--- config.mk ---
export PLATFORM = sky130hd
export DESIGN_NAME = win_counter
export DESIGN_NICKNAME = d
export VERILOG_FILES = /design/src/rtl/win_counter.sv
export SDC_FILE = /design/constraint.sdc
export NUM_CORES = 1
export LEC_CHECK = 0
export CORE_MARGIN = 4
export CORE_UTILIZATION = 41
export DETAILED_ROUTE_END_ITERATION = 10
export PLACE_DENSITY = 0.66
export SLEW_MARGIN = 25
export SYNTH_ARGS = -nofsm -noshare
export SYNTH_HDL_FRONTEND = slang
export SYNTH_SLANG_ARGS = --single-unit
--- constraint.sdc ---
create_clock -name clk -period 3.5 [get_ports clk]
set_clock_uncertainty 0.15 [all_clocks]
set_input_delay 0.7 -clock clk [delete_from_list [all_inputs] [get_ports clk]]
set_output_delay 0.7 -clock clk [all_outputs]
set_load 0.005 [all_outputs]
--- src/rtl/win_counter.sv ---
// Per-player round-win counter with edge-detected wins, a timed playfield reset request and a game-over latch.
// Optional seven-segment decode of count is built only when WIN_COUNTER_HEX_EN is defined.
module win_counter #(
    parameter int MAX_WINS    = 7,
    parameter int HOLD_CYCLES = 4
) (
    input  logic       clk,
    input  logic       reset,
    input  logic       win_in,
    input  logic       other_done,
    output logic       round_reset,
    output logic [2:0] count,
    output logic       game_over,
    output logic [6:0] hex
);

    typedef enum logic [1:0] {
        IDLE,
        REQ,
        RELEASE,
        DONE
    } state_t;

    localparam logic [2:0] LAST_WIN  = 3'(MAX_WINS - 1);
    localparam logic [3:0] HOLD_LOAD = 4'(HOLD_CYCLES - 1);

    state_t     state;
    logic [3:0] timer;
    logic       win_prev;
    logic       win_event;

    // win_prev resets high so a win_in already high at reset release is not a rising edge
    assign win_event = win_in && !win_prev && !other_done;

    always_ff @(posedge clk or negedge reset) begin
        if (!reset) begin
            state       <= IDLE;
            count       <= 3'd0;
            timer       <= 4'd0;
            win_prev    <= 1'b1;
            round_reset <= 1'b0;
            game_over   <= 1'b0;
        end else begin
            win_prev <= win_in;
            case (state)
                IDLE: begin
                    if (win_event) begin
                        count       <= count + 3'd1;
                        round_reset <= 1'b1;
                        if (count == LAST_WIN) begin
                            state     <= DONE;
                            game_over <= 1'b1;
                        end else begin
                            timer <= HOLD_LOAD;
                            state <= REQ;
                        end
                    end
                end
                REQ: begin
                    if (timer == 4'd0) begin
                        state       <= RELEASE;
                        round_reset <= 1'b0;
                    end else begin
                        timer <= timer - 4'd1;
                    end
                end
                RELEASE: begin
                    if (!win_in) begin
                        state <= IDLE;
                    end
                end
                DONE: begin
                    state       <= DONE;
                    round_reset <= 1'b1;
                    game_over   <= 1'b1;
                end
                default: begin
                    state       <= IDLE;
                    round_reset <= 1'b0;
                    game_over   <= 1'b0;
                end
            endcase
        end
    end

`ifdef WIN_COUNTER_HEX_EN
    always_comb begin
        hex = 7'b1111111;
        case (count)
            3'd0: hex = 7'b1000000;
            3'd1: hex = 7'b1111001;
            3'd2: hex = 7'b0100100;
            3'd3: hex = 7'b0110000;
            3'd4: hex = 7'b0011001;
            3'd5: hex = 7'b0010010;
            3'd6: hex = 7'b0000010;
            3'd7: hex = 7'b1111000;
            default: hex = 7'b1111111;
        endcase
    end
`else
    assign hex = 7'b1111111;
`endif

endmodule

## Word-level counts from Yosys, hierarchy flattened

Index checks and enable logic that the tools add are counted.

- Flip-flop bits (word level): 12
- Input port bits: 4
- Output and inout port bits: 12
- Word-level logic and storage cells: 47

- Add/subtract/negate cells: 2
- Equality and inequality tests: 10
- Multiplexer cells: 15
- Reduce and logical (&&, ||, !) cells: 14

Operator list:

| operator | number |
|---|---|
| $mux W4 | 3 |
| $ne A2 B2 Y1 const B | 6 |
| $reduce_and A3 Y1 | 3 |
| $mux W2 | 4 |
| $pmux W2 S4 | 1 |
| $pmux W4 S2 | 1 |
| $eq A2 B2 Y1 const B | 2 |
| $logic_not A4 Y1 | 1 |
| $mux W1 | 4 |
| $reduce_and A4 Y1 | 1 |
| $reduce_bool A2 Y1 | 2 |
| $sub A4 B1 Y4 const B | 1 |
| $add A3 B1 Y3 const B | 1 |
| $eq A3 B3 Y1 const B | 1 |
| $pmux W1 S3 | 1 |
| $reduce_bool A3 Y1 | 1 |
| $eq A2 B1 Y1 const B | 1 |
| $logic_and A1 B1 Y1 | 2 |
| $logic_not A1 Y1 | 2 |
| $logic_not A2 Y1 | 1 |
| $pmux W1 S2 | 1 |
| $reduce_and A2 Y1 | 1 |

## Longest topological paths before layout

Gate-level depths: netlist of run 1.

- Word-level depth: 5
- Gate-level depth with buffers: 7
- Gate-level depth less buffers: 6

## Worst setup path after synthesis of run 1

Ideal clock, no wire load.

- Kind: input-to-reg
- Start: in other_done
- End: reg state[1]
- Library setup time: 0.083 ns
- Arrival time: 1.717 ns
- Required time: 3.267 ns
- Slack: 1.550 ns
- Stages on the path: 4
- Path buffers: 0
- Path through: or3b_1 -> a222oi_1 -> o311ai_1 -> o21ai_0

- Cells in the longest elaborated chain, start to end: 4

Ends and longest elaborated chain:

| what | line | source |
|---|---|---|
| from (decl) | 10 | `input logic other_done,` |
| $logic_not A1 Y1 | 33 | `assign win_event = win_in && !win_prev && !other_done;` |
| $logic_and A1 B1 Y1 | 33 |  |
| $ne A2 B2 Y1 (no line) | -- |  |
| $reduce_and A3 Y1 (no line) | -- |  |
| to (signal assigned) | 37 | `state <= IDLE;` |
| to (signal assigned) | 51 | `state <= DONE;` |
| to (signal assigned) | 55 | `state <= REQ;` |
| to (decl) | 27 | `state_t state;` |

Every way passes these cells.
A chain may end at the register's enable or synchronous reset.

## Worst setup path in the final report of run 1

- Start: in win_in
- End: reg state[1]

- Cells in the longest elaborated chain, start to end: 4
- Elaborated cells between the ends (all ways): 5
- Those cells by class: eq/ne: 2; reduce/logical: 3

Ends and longest elaborated chain:

| what | line | source |
|---|---|---|
| from (decl) | 9 | `input logic win_in,` |
| $logic_and A1 B1 Y1 (2 in series) | 33 |  |
| $ne A2 B2 Y1 (no line) | -- |  |
| $reduce_and A3 Y1 (no line) (*) | -- |  |

Mark *: on every way between the ends. The rest lies on a longest branch, timed or not.

==> results.json, run 1 <==
{
  "antenna_found_initial": 0,
  "wl_per_cell_um": 12.3,
  "ys_seq_elements": 12,
  "yosys_warnings": 0,
  "maxCapViolations": 0,
  "worstSetupEndpointType": "flip-flop",
  "max_slew_margin": 0.632,
  "start_util": 0.441,
  "dieArea_sq_um": 2630,
  "hold_buffers": 0,
  "critPathRequiredTime_ps": 3550,
  "rsz0062_at_grt": "no",
  "slowest_delay_ps": 520,
  "grt_overflow": 0,
  "numCtsBuffers": 3,
  "clkLatencyLatePin_ps": 280,
  "crit_buf_inv": 1,
  "hp-class": "flip-flop to flip-flop",
  "vdd_ir_drop_max_v": 0.000353,
  "cts_tree": "built",
  "drt_iter0_drc": 13,
  "finalNonFillerCells": 113,
  "drv_slew": 0,
  "min_from": "game_over",
  "num_rows": 15,
  "drive_gt1_frac": 0.0568,
  "reg2reg_depth": 6,
  "placed_cells": 109,
  "synth_edf_count": 0,
  "postCtsSetupRepairBufs": 0,
  "path_delay_family": "compound AO/OA/AOI/OAI gates",
  "avgSynthCellArea_sq_um": 9.74,
  "fmax_mhz": 431,
  "core-area_sq_um": 1750,
  "cts_resized": 0,
  "switching_share": 0.414,
  "intPower_uw": 385,
  "num_vias": 569,
  "comb_power_share": 0.496,
  "ys_types": 30,
  "routabilityCongestion": 0.777,
  "io_buffers": 8,
  "finalNetCount": 102,
  "grt_max_degree": 13,
  "route.detailed.drc": 0,
  "layout_common_cells": "dfrtp_1, ha_1, clkdlybuf4s50_1, inv_1, conb_1",
  "r2r_slack_ps": 1450,
  "dp_hpwl_um": 1060,
  "cp.arrival_ps": 2380,
  "min_delay_path_depth": 1,
  "crit_type": "input pin to flip-flop",
  "htree_num_levels": 1,
  "r2r_start": "timer[0]",
  "die_x_um": 51.3,
  "synthCells": 79,
  "cp_num_cells": 5,
  "clk_pin_slew_ps": 80,
  "p_sw_uw": 271,
  "period_share": 0.663,
  "fin_crit_ps": 2320,
  "grt.total_usage": 0.129,
  "cp_max_fo": 5,
  "cts_root_buf": "clkbuf_4",
  "slowest_stage": "clkdlybuf4s50_1",
  "syn_area_sq_um": 769,
  "firstDrtPassIters": 4,
  "power.share.clock": 0.140,
  "pwr_density_cell_nw_per_um2": 754,
  "synth_async_sr_flop_share": 1.00,
  "grt_pass1_vias": 580,
  "status": "finished, final reports clean",
  "diodes": 0,
  "ys_top_cells_by_area": "dfrtp_1, ha_1, buf_4",
  "io_pins": 16,
  "tns_ps": 0,
  "synthFlopType": "dfrtp_1",
  "grt_pass1_wl_um": 2500,
  "start_kind": "input pin",
  "hold_violations": 0,
  "path_cells": "clkdlybuf4s50_1, or3b_1, a222oi_1, o311ai_1, o21ai_0",
  "viasPerCell": 5.04,
  "final_common_cell": "dfrtp_1",
  "holdPathEnd": "game_over",
  "routed_wl_um": 1390,
  "syn_to_final_growth_pct": 13.0,
  "synth_top_area_share": 0.358,
  "die_h_um": 51.3,
  "numClockSinks": 12,
  "synth_top_area_cell": "dfrtp_1",
  "timing.rr.end": "state[1]",
  "tightest_slew_ps": 550,
  "ant_nets": 0,
  "p_leak_uw": 0.000391,
  "pwr-share-seq": 0.363,
  "yosysSeqAreaShare": 0.392,
  "setup_viol": 0,
  "clock_path_buffers": 2
}
-- worst register-to-register path: cells and delay by family (launching register included) --
family,cells,cell delay [ps]
buf+inv,1,110
flops,1,410
compound gates,3,750
fa+ha+maj,1,160
simple gates,1,400
-- routing by layer --
metal | share of wire | vias to the layer above | track usage
met5 | 0 | - | 0
met4 | 0.027 | 0 | 0.0786
met3 | 0.042 | 5 | 0.0379
met2 | 0.47 | 12 | 0.193
met1 | 0.46 | 270 | 0.161
li1 | - | 282 | -
-- worst max-delay path by stage --
stage,start,slack [ps],to
finish,win_in,1180,state[1]
global route,win_in,1080,state[1]
global placement,win_in,970,timer[2]
detailed placement,win_in,900,state[1]
CTS,win_in,1200,state[1]
floorplan,other_done,1550,state[1]
-- cells in the mapped netlist, drive strengths merged, types with 2 or more instances --
| cell type | number |
|---|---|
| dfrtp | 11 |
| a211oi | 2 |
| xnor2 | 2 |
| o21ai | 3 |
| inv | 7 |
| or3b | 2 |
| nor3b | 2 |
| buf | 7 |
| nand3 | 2 |
| clkbuf | 2 |
| o31ai | 3 |
| nor2 | 2 |
| a21oi | 4 |
| a31oi | 2 |
| ha | 9 |
| nand2 | 6 |
-- power groups by stage --
| stage | registers (uW) | clock network [uW] | logic (uW) |
|---|---|---|---|
| after global placement | 240 | 0 | 323 |
| final | 238 | 92.1 | 326 |
| after CTS | 239 | 97.2 | 330 |
| after floorplan | 233 | 0 | 238 |
| after detailed placement | 242 | 0 | 328 |
| after global routing | 247 | 106 | 376 |
-- final cells by class --
type | count | area (sq um)
tap | 25 | 31.3
clock buffer | 4 | 26.3
timing repair buffer | 8 | 80.1
fill | 174 | 876
inverter | 7 | 26.3
multi-input combinational | 57 | 404
sequential | 12 | 302
-- cell families (layout without fill, tap and decap cells) --
group | after synthesis | count (layout) | share of synthesized area
other | 1 | 7 | 0.00487
muxes | 1 | 1 | 0.0130
xor gates and xnor gates | 2 | 2 | 0.0228
and+or+nand+nor | 20 | 20 | 0.148
buffers and inverters | 16 | 19 | 0.112
DFF | 12 | 12 | 0.392
adders and majority gates | 9 | 9 | 0.146
AOI/OAI and AO/OA | 18 | 18 | 0.161
-- stage by stage --
stage	cell area (sq um)	utilization	setup WS, ps	total power [uW]	hold slack [ps]
floorplan	792	-	1550	471	254
global placement	843	0.483	968	564	310
detailed placement	843	0.483	902	570	318
CTS	870	0.498	1200	667	336
global route	870	0.498	1080	728	344
finish	870	0.498	1180	656	333
-- state kept, by name (all words and copies together) (netlist names) --
register and count:
game_over 1, win_prev 1, state 2, round_reset 1, timer 4, count 3
(Power assumes the default switching activity.)
==> run 2: changes to the inputs <==
Settings changed: PLACE_DENSITY 0.66 to 0.69.
Clock period 3.5 ns to 2 ns, I/O delays scaled along.
==> run 2 against run 1 <==
Effect of this change:
- sequential power up 79%
- worst hold slack worse by 6.4 ps
- power up 100%
- register-to-register slack worse by 1400 ps
- cell count up 6.2%
- critical path depth up 2
- combinational power up 120%
- core utilization up 5.1 points
- die area unchanged
- critical endpoint is now state[0]
==> results.json, run 2 (synthesized netlist as in run 1, its figures left out) <==
{
  "crit_type": "flip-flop to flip-flop",
  "viasPerCell": 4.80,
  "numClockSinks": 12,
  "start_kind": "flip-flop",
  "cp.arrival_ps": 2030,
  "pwr_density_cell_nw_per_um2": 1400,
  "hp-class": "input pin to async pin",
  "top_regs": "timer (4), count (3), state (2)",
  "fillers": 155,
  "core-area_sq_um": 1750,
  "grt.total_usage": 0.134,
  "ant_nets": 0,
  "grt_pass1_wl_um": 2550,
  "reg2reg_depth": 7,
  "clk_pin_slew_ps": 80,
  "p_leak_uw": 0.000432,
  "timing.rr.end": "state[0]",
  "tightest_slew_ps": 561,
  "seqCellArea_sq_um": 302,
  "path_cells": "inv_1, ha_4, or3b_4, a222oi_1, buf_4, nor2_4, a21oi_2",
  "grt_overflow": 0,
  "antenna_found_initial": 0,
  "cts_root_buf": "clkbuf_4",
  "hold_violations": 0,
  "diodes": 0,
  "io_pins": 16,
  "final_common_cell": "dfrtp_1",
  "cp-startpoint": "timer[1]",
  "crit_end": "state[0]",
  "fin_ws_ps": 31.4,
  "wl_per_cell_um": 12.3,
  "slowest_delay_ps": 390,
  "fin_crit_ps": 1970,
  "maxCapViolations": 0,
  "grt_max_degree": 13,
  "r2r_start": "timer[1]",
  "num_vias": 576,
  "die_h_um": 51.3,
  "max_slew_margin": 0.625,
  "vdd_ir_drop_max_v": 0.000827,
  "syn_to_final_growth_pct": 24.6,
  "largest_register_ffs": 4,
  "clkLatencyLatePin_ps": 280,
  "rsz0062_at_grt": "yes",
  "fmax_mhz": 508,
  "routed_wl_um": 1470,
  "routabilityCongestion": 0.814,
  "regMostFlops": "timer",
  "cp_max_fo": 3,
  "cts_tree": "built",
  "finalNetCount": 109,
  "start_util": 0.441,
  "grt_pass1_vias": 603,
  "period_share": 0.984,
  "r2r_slack_ps": 30,
  "clock_path_buffers": 2,
  "drv_slew": 0,
  "slowest_stage": "dfrtp_1",
  "final_util": 0.549,
  "layout_common_cells": "dfrtp_1, ha_1, clkdlybuf4s50_1, conb_1, buf_4",
  "preCtsSetupSlack_ps": -168,
  "worstSetupEndpointType": "flip-flop",
  "setup_viol": 0,
  "num_rows": 15,
  "firstDrtPassIters": 4,
  "multi_input_area_sq_um": 430,
  "io_buffers": 8,
  "dp_hpwl_um": 1080,
  "dieArea_sq_um": 2630,
  "numCtsBuffers": 3,
  "critPathRequiredTime_ps": 2060,
  "die_x_um": 51.3,
  "tns_ps": 0,
  "status": "finished, final reports clean",
  "htree_num_levels": 1,
  "drive_gt1_frac": 0.189,
  "route.detailed.drc": 0,
  "drt_iter0_drc": 17
}
[run 2: changes by cell type in the layout (fill, tap and decap cells not counted), sizes merged]
cell / change
buf: +7
[run 2: layer usage]
layer | up-vias | track usage | part of all wire
met5 | - | 0 | 0
met4 | 0 | 0.0437 | 0.0068
met3 | 2 | 0.0641 | 0.044
met2 | 8 | 0.219 | 0.53
met1 | 272 | 0.153 | 0.42
li1 | 294 | - | -
[run 2: through the flow]
stage	area [sq um]	hold WS (ps)	cells	power, uW
finish	958	326	120	1340
global route	958	352	120	1470
CTS	917	335	118	1270
detailed placement	881	317	114	1070
global placement	881	313	114	1050
floorplan	792	-45.6	85	825
[run 2: area by class of cell]
type,count,share of cell area
well taps,25,0.0326
clock buffers,4,0.0379
multi-input cells,57,0.449
repair buffers,15,0.138
flip-flops and latches,12,0.315
inverters,7,0.0274
[run 2: timing repair]
item,4_1_cts,5_1_grt
hold buffers,0,0
endpoints found under the setup margin,0,2
endpoints found under the hold margin,0,0
buffers inserted,0,2
gates resized for setup,0,8
[run 2: power by group]
part | switching, uW | internal (uW)
clock network | 86.2 | 111
registers | 91.6 | 334
logic | 358 | 363
total | 536 | 808
[run 2: worst min path at each step]
stage | from | endpoint | slack [ps] | depth (start not counted)
2_1_floorplan | reset | count[0] | -50 | 0
3_3_place_gp | game_over | game_over | 310 | 1
3_5_place_dp | game_over | game_over | 320 | 1
4_1_cts | game_over | game_over | 330 | 1
5_1_grt | reset | timer[2] | 350 | 1
6_report | reset | timer[2] | 330 | 1
[run 2: critical path, delay by kind of cell (launching register included)]
kind / cells / cell delay [ps]
compound gates: 2 / 480
buf+inv: 2 / 330
fa+ha+maj: 1 / 140
flops: 1 / 390
simple gates: 2 / 410
